**src/rtl/fifo_tx_serializer_pkg.sv**
```systemverilog
// Shared types and helpers for the FIFO-fed serial transmitter.
// The PARITY state exists only when FIFO_TX_PARITY_EN is defined.
package fifo_tx_pkg;

    localparam int PAR_MAX_W = 64;

    typedef enum logic [2:0] {
        ST_IDLE   = 3'd0,
        ST_LOAD   = 3'd1,
        ST_START  = 3'd2,
        ST_DATA   = 3'd3,
`ifdef FIFO_TX_PARITY_EN
        ST_PARITY = 3'd4,
`endif
        ST_STOP   = 3'd5
    } state_t;

    // Even-parity bit of a word; zero-extension to PAR_MAX_W leaves the XOR unchanged.
    function automatic logic parity_even(input logic [PAR_MAX_W-1:0] d);
        return ^d;
    endfunction

endpackage

```
**src/rtl/fifo_tx_serializer_bit_timer.sv**
```systemverilog
// Bit-period timer: ticks on the last clk cycle of every CLKS_PER_BIT-cycle bit time.
// A restart pulse realigns the period so the next bit starts at count zero.
module bit_timer #(
    parameter int CLKS_PER_BIT = 4
) (
    input  logic clk,
    input  logic i_reset,
    input  logic i_restart,
    output logic o_tick
);

    localparam int CW = $clog2(CLKS_PER_BIT);

    logic [CW-1:0] r_cnt;

    assign o_tick = (r_cnt == CW'(CLKS_PER_BIT - 1));

    always_ff @(posedge clk) begin
        if (i_reset || i_restart || o_tick) begin
            r_cnt <= '0;
        end else begin
            r_cnt <= r_cnt + CW'(1);
        end
    end

endmodule

```
**src/rtl/fifo_tx_serializer.sv**
```systemverilog
// Serialises words fetched from an upstream FIFO: start bit, WIDTH data bits LSB-first, stop bit.
// Define FIFO_TX_PARITY_EN to insert an even-parity bit between the data bits and the stop bit.
module fifo_tx_serializer
    import fifo_tx_pkg::*;
#(
    parameter int WIDTH        = 8,
    parameter int CLKS_PER_BIT = 4
) (
    input  logic             clk,
    input  logic             reset,
    input  logic             enable,
    input  logic             fifo_empty,
    input  logic [WIDTH-1:0] fifo_data,
    output logic             fifo_rd_req,
    output logic             tx,
    output logic             busy,
    output logic             done
);

    localparam int BW = (WIDTH > 1) ? $clog2(WIDTH) : 1;

    state_t           r_state;
    state_t           w_state_next;
    logic [WIDTH-1:0] r_shreg;
    logic [WIDTH-1:0] w_shreg_next;
    logic [BW-1:0]    r_bit_cnt;
    logic [BW-1:0]    w_bit_cnt_next;
    logic             r_tx;
    logic             w_tx_next;
    logic             w_tick;
    logic             w_restart;
`ifdef FIFO_TX_PARITY_EN
    logic             r_parity;
    logic             w_parity_next;
`endif

    bit_timer #(
        .CLKS_PER_BIT (CLKS_PER_BIT)
    ) u_bit_timer (
        .clk       (clk),
        .i_reset   (reset),
        .i_restart (w_restart),
        .o_tick    (w_tick)
    );

    assign busy = (r_state != ST_IDLE);
    assign tx   = r_tx;

    always_comb begin
        w_state_next   = r_state;
        w_shreg_next   = r_shreg;
        w_bit_cnt_next = r_bit_cnt;
        w_restart      = 1'b0;
        fifo_rd_req    = 1'b0;
        done           = 1'b0;
`ifdef FIFO_TX_PARITY_EN
        w_parity_next  = r_parity;
`endif
        case (r_state)
            ST_IDLE: begin
                // Reset gates the request so no word is popped and then lost.
                if (enable && !fifo_empty && !reset) begin
                    fifo_rd_req  = 1'b1;
                    w_state_next = ST_LOAD;
                end
            end
            ST_LOAD: begin
                w_shreg_next   = fifo_data;
                w_bit_cnt_next = '0;
                w_restart      = 1'b1;
`ifdef FIFO_TX_PARITY_EN
                w_parity_next  = parity_even(PAR_MAX_W'(fifo_data));
`endif
                w_state_next   = ST_START;
            end
            ST_START: begin
                if (w_tick) w_state_next = ST_DATA;
            end
            ST_DATA: begin
                if (w_tick) begin
                    w_shreg_next   = r_shreg >> 1;
                    w_bit_cnt_next = r_bit_cnt + BW'(1);
                    if (r_bit_cnt == BW'(WIDTH - 1)) begin
`ifdef FIFO_TX_PARITY_EN
                        w_state_next = ST_PARITY;
`else
                        w_state_next = ST_STOP;
`endif
                    end
                end
            end
`ifdef FIFO_TX_PARITY_EN
            ST_PARITY: begin
                if (w_tick) w_state_next = ST_STOP;
            end
`endif
            ST_STOP: begin
                if (w_tick) begin
                    done         = 1'b1;
                    w_state_next = ST_IDLE;
                end
            end
            default: w_state_next = ST_IDLE;
        endcase

        // tx is registered, so it is derived from the state being entered.
        case (w_state_next)
            ST_START:  w_tx_next = 1'b0;
            ST_DATA:   w_tx_next = w_shreg_next[0];
`ifdef FIFO_TX_PARITY_EN
            ST_PARITY: w_tx_next = w_parity_next;
`endif
            default:   w_tx_next = 1'b1;
        endcase
    end

    always_ff @(posedge clk) begin
        if (reset) begin
            r_state   <= ST_IDLE;
            r_shreg   <= '0;
            r_bit_cnt <= '0;
            r_tx      <= 1'b1;
`ifdef FIFO_TX_PARITY_EN
            r_parity  <= 1'b0;
`endif
        end else begin
            r_state   <= w_state_next;
            r_shreg   <= w_shreg_next;
            r_bit_cnt <= w_bit_cnt_next;
            r_tx      <= w_tx_next;
`ifdef FIFO_TX_PARITY_EN
            r_parity  <= w_parity_next;
`endif
        end
    end

endmodule

```
**config.mk**
```make
export PLATFORM = sky130hd
export DESIGN_NAME = fifo_tx_serializer
export DESIGN_NICKNAME = d
export VERILOG_FILES = /design/src/rtl/fifo_tx_serializer_pkg.sv /design/src/rtl/fifo_tx_serializer_bit_timer.sv /design/src/rtl/fifo_tx_serializer.sv
export SDC_FILE = /design/constraint.sdc
export NUM_CORES = 1
export LEC_CHECK = 0
export CORE_MARGIN = 5
export CORE_UTILIZATION = 43
export CTS_CLUSTER_SIZE = 40
export DETAILED_ROUTE_END_ITERATION = 16
export PLACE_DENSITY = 0.72
export SYNTH_ARGS = -nofsm -noshare
export SYNTH_HDL_FRONTEND = slang
export SYNTH_HIERARCHICAL = 1
export SYNTH_SLANG_ARGS = --single-unit
```
**constraint.sdc**
```tcl
create_clock -name clk -period 1.6 [get_ports clk]
set_input_delay 0.24 -clock clk [delete_from_list [all_inputs] [get_ports clk]]
set_output_delay 0.24 -clock clk [all_outputs]
set_load 0.05 [all_outputs]
```
==> flow_summary.ini <==
[pwr]
ir_drop_mv = 0.540
p_leak_nw = 0.367
power.density_mw_per_mm2 = 781
power_mw = 0.796

[route]
dr.pass1.iters = 5
via_count = 660
ant_nets = 0
post_drt_via_cell_ratio = 5.84
drt_iter0_markers = 21
drc = 0
routedWlPerCell_um = 14.0
postRouteWirelength_um = 1580

[worst_setup_path]
end_kind = primary output
timing.critical_path.buf_inv = 1
crit_path_start_kind = flip-flop
crit_chain = or3_4 > nor4b_4 > buf_12
cp_slowest_cell = or3_4
crit_type = reg -> out
max_stage_delay_ns = 0.37
critical_path.top_delay_family = simple AND/OR/NAND/NOR gates
cp.arrival_ns = 1.51
path_max_fanout = 2
required_ns = 1.36

[logic_synthesis]
ys_seq_area_share_pct = 45.3
synth_ff_type = dfxtp_1
ys_warn_count = 6
synth-edff-count = 0
ys_seq_elements = 17
syn_avg_cell_area_um2 = 10.0
syn-num-nets = 90
synth_cell_type_count = 26
async_flop_share_pct = 0
syn_area_um2 = 752
synth_cells = 75

[grt]
grt_usage_pct = 14.0
grt_antenna_before_repair = 0
grt-ovfl-total = 0
grt_max_degree = 17
grt_pass1_vias = 629
grt_pass1_wl_um = 2800

[finish]
drive_gt1_share_pct = 30.2
final_core_util_pct = 60.4
stdcell_count = 113
area_growth_pct = 35.6
diodes = 0
final_nets = 112

[sta]
min_period_over_period_pct = 109
tightest_slew_ns = 0.416
fin_hold_ws_ns = 0.516
slew-limit-headroom_pct = 72.3
finalHoldViolCount = 0
fmax_ghz = 0.572
finalSetupViolations = 1
final-max-slew-violation-count = 0
skew_ns = 0.00560
grt_setup_unrepaired = yes
finalCriticalPeriod_ns = 1.75
fin_ws_ns = -0.150

[clock_network]
hold_buffers = 0
cts-htree-levels = 1
numCtsBuffers = 3
clock_sinks = 17
cts_tree = done
cts-root-buf = clkbuf_4
clk_pin_slew_ns = 0.10
clockBufferDepth = 2
worst_skew_pair.late_latency_ns = 0.29

[status]
violations = negative setup slack
status = finished with violations

[placement]
numPortBuffers = 15
placed_cells = 107
post-dp-hpwl_um = 1130
place.gp.congestion = 0.814
pre_cts_ws_ns = 0.0664

[die]
ioPinCount = 16
die_x_um = 51.8
die_y_um = 51.8
rows = 15
start_util_pct = 44.5
die_area_mm2 = 0.00269
core_mm2 = 0.00169

[hold_path]
hold_class = reg -> reg

[flow_run]
maxCapViolCount = 0
[metal layers]
metal / routed length (um) / track usage (%) / vias up / part of all wire (%)
met2: 778 / 22.8 / 19 / 49
met4: 35 / 5.68 / 0 / 2.2
met3: 120 / 6.02 / 6 / 7.6
met5: 0 / 0 / - / 0
li1: - / - / 325 / -
met1: 649 / 15.8 / 310 / 41
[worst register-to-register path: stages (launching register included)]
cell and delay, ns:
dfxtp_4 0.35, buf_4 0.15, nand2b_1 0.21, or3b_2 0.48, o311a_1 0.13, o21ai_0 0.15
[cell usage in the layout, fill, tap and decap left out, types with 3 or more instances in the layout]
| cell type | Yosys | final |
|---|---|---|
| dfxtp_1 | 17 | 13 |
| clkdlybuf4s50_1 | 0 | 11 |
| nand2b_1 | 4 | 4 |
| nor2_1 | 15 | 12 |
| nor2_2 | 0 | 3 |
| clkbuf_4 | 0 | 3 |
| dfxtp_2 | 0 | 3 |
| a222oi_1 | 6 | 6 |
| nand2_1 | 3 | 3 |
| buf_4 | 0 | 8 |
| a22oi_1 | 3 | 3 |
[worst paths after layout]
kind,from,cells past startpoint,endpoint,slack [ns]
min,u_bit_timer/r_cnt[0]$_SDFF_PP0_,2,u_bit_timer/r_cnt[0]$_SDFF_PP0_,0.52
max reg2reg,r_state[2]$_SDFF_PP0_,5,tx$_SDFF_PP1_,0.06
min reg2reg,u_bit_timer/r_cnt[0]$_SDFF_PP0_,2,u_bit_timer/r_cnt[0]$_SDFF_PP0_,0.52
max,r_state[2]$_SDFF_PP0_,3,fifo_rd_req,-0.15
[cell families after synthesis]
logic type	count (synthesis)	share of synthesized area (%)
compound gates	16	17.6
fa+ha+maj	3	4.99
buf+inv	6	4.16
flops	17	45.3
mux	2	2.66
simple gates	31	25.3
[final cells by class]
| class | instances | area (um^2) |
|---|---|---|
| fillers | 160 | 669 |
| multi-input cells | 52 | 407 |
| flip-flops and latches | 17 | 348 |
| repair buffers | 21 | 210 |
| clock buffers | 4 | 26.3 |
| well taps | 17 | 21.3 |
| inverters | 2 | 7.51 |
[sequential cells by signal (all words and copies together) (netlist names)]
name               flops
r_shreg                8
r_bit_cnt              3
r_state                3
u_bit_timer/r_cnt      2
tx                     1
[per-stage QoR]
step	cell area (um^2)	setup TNS, ns
2_1_floorplan	756	-0.802
3_3_place_gp	947	0
3_5_place_dp	947	0
4_1_cts	1010	-0.201
5_1_grt	1020	-0.246
6_report	1020	-0.150
[where the power goes]
group	switching (mW)	leakage, nW	total [mW]	internal (mW)
Combinational	0.0558	0.212	0.123	0.0674
Clock	0.129	0.0150	0.226	0.0970
Sequential	0.0102	0.140	0.447	0.437
Total	0.195	0.367	0.796	0.602
[what timing repair did]
action / in CTS / in global routing
endpoints found under the setup margin: 2 / 11
resized for setup: 6 / 5
endpoints found under the hold margin: 0 / 0
buffers inserted: 2 / 2
pin swaps: 3 / 4
[cells in the mapped netlist (2+ instances only)]
| master | n | area, um^2 |
|---|---|---|
| nor2_1 | 15 | 56.3 |
| mux2i_1 | 2 | 20.0 |
| dfxtp_1 | 17 | 340 |
| nor3_1 | 2 | 10.0 |
| a22oi_1 | 3 | 22.5 |
| nand2b_1 | 4 | 25.0 |
| o21ai_0 | 2 | 10.0 |
| clkbuf_1 | 2 | 7.51 |
| nand2_1 | 3 | 11.3 |
| ha_1 | 3 | 37.5 |
| inv_1 | 2 | 7.51 |
| a222oi_1 | 6 | 60.1 |
No activity file was read; power rests on OpenSTA's default activity.
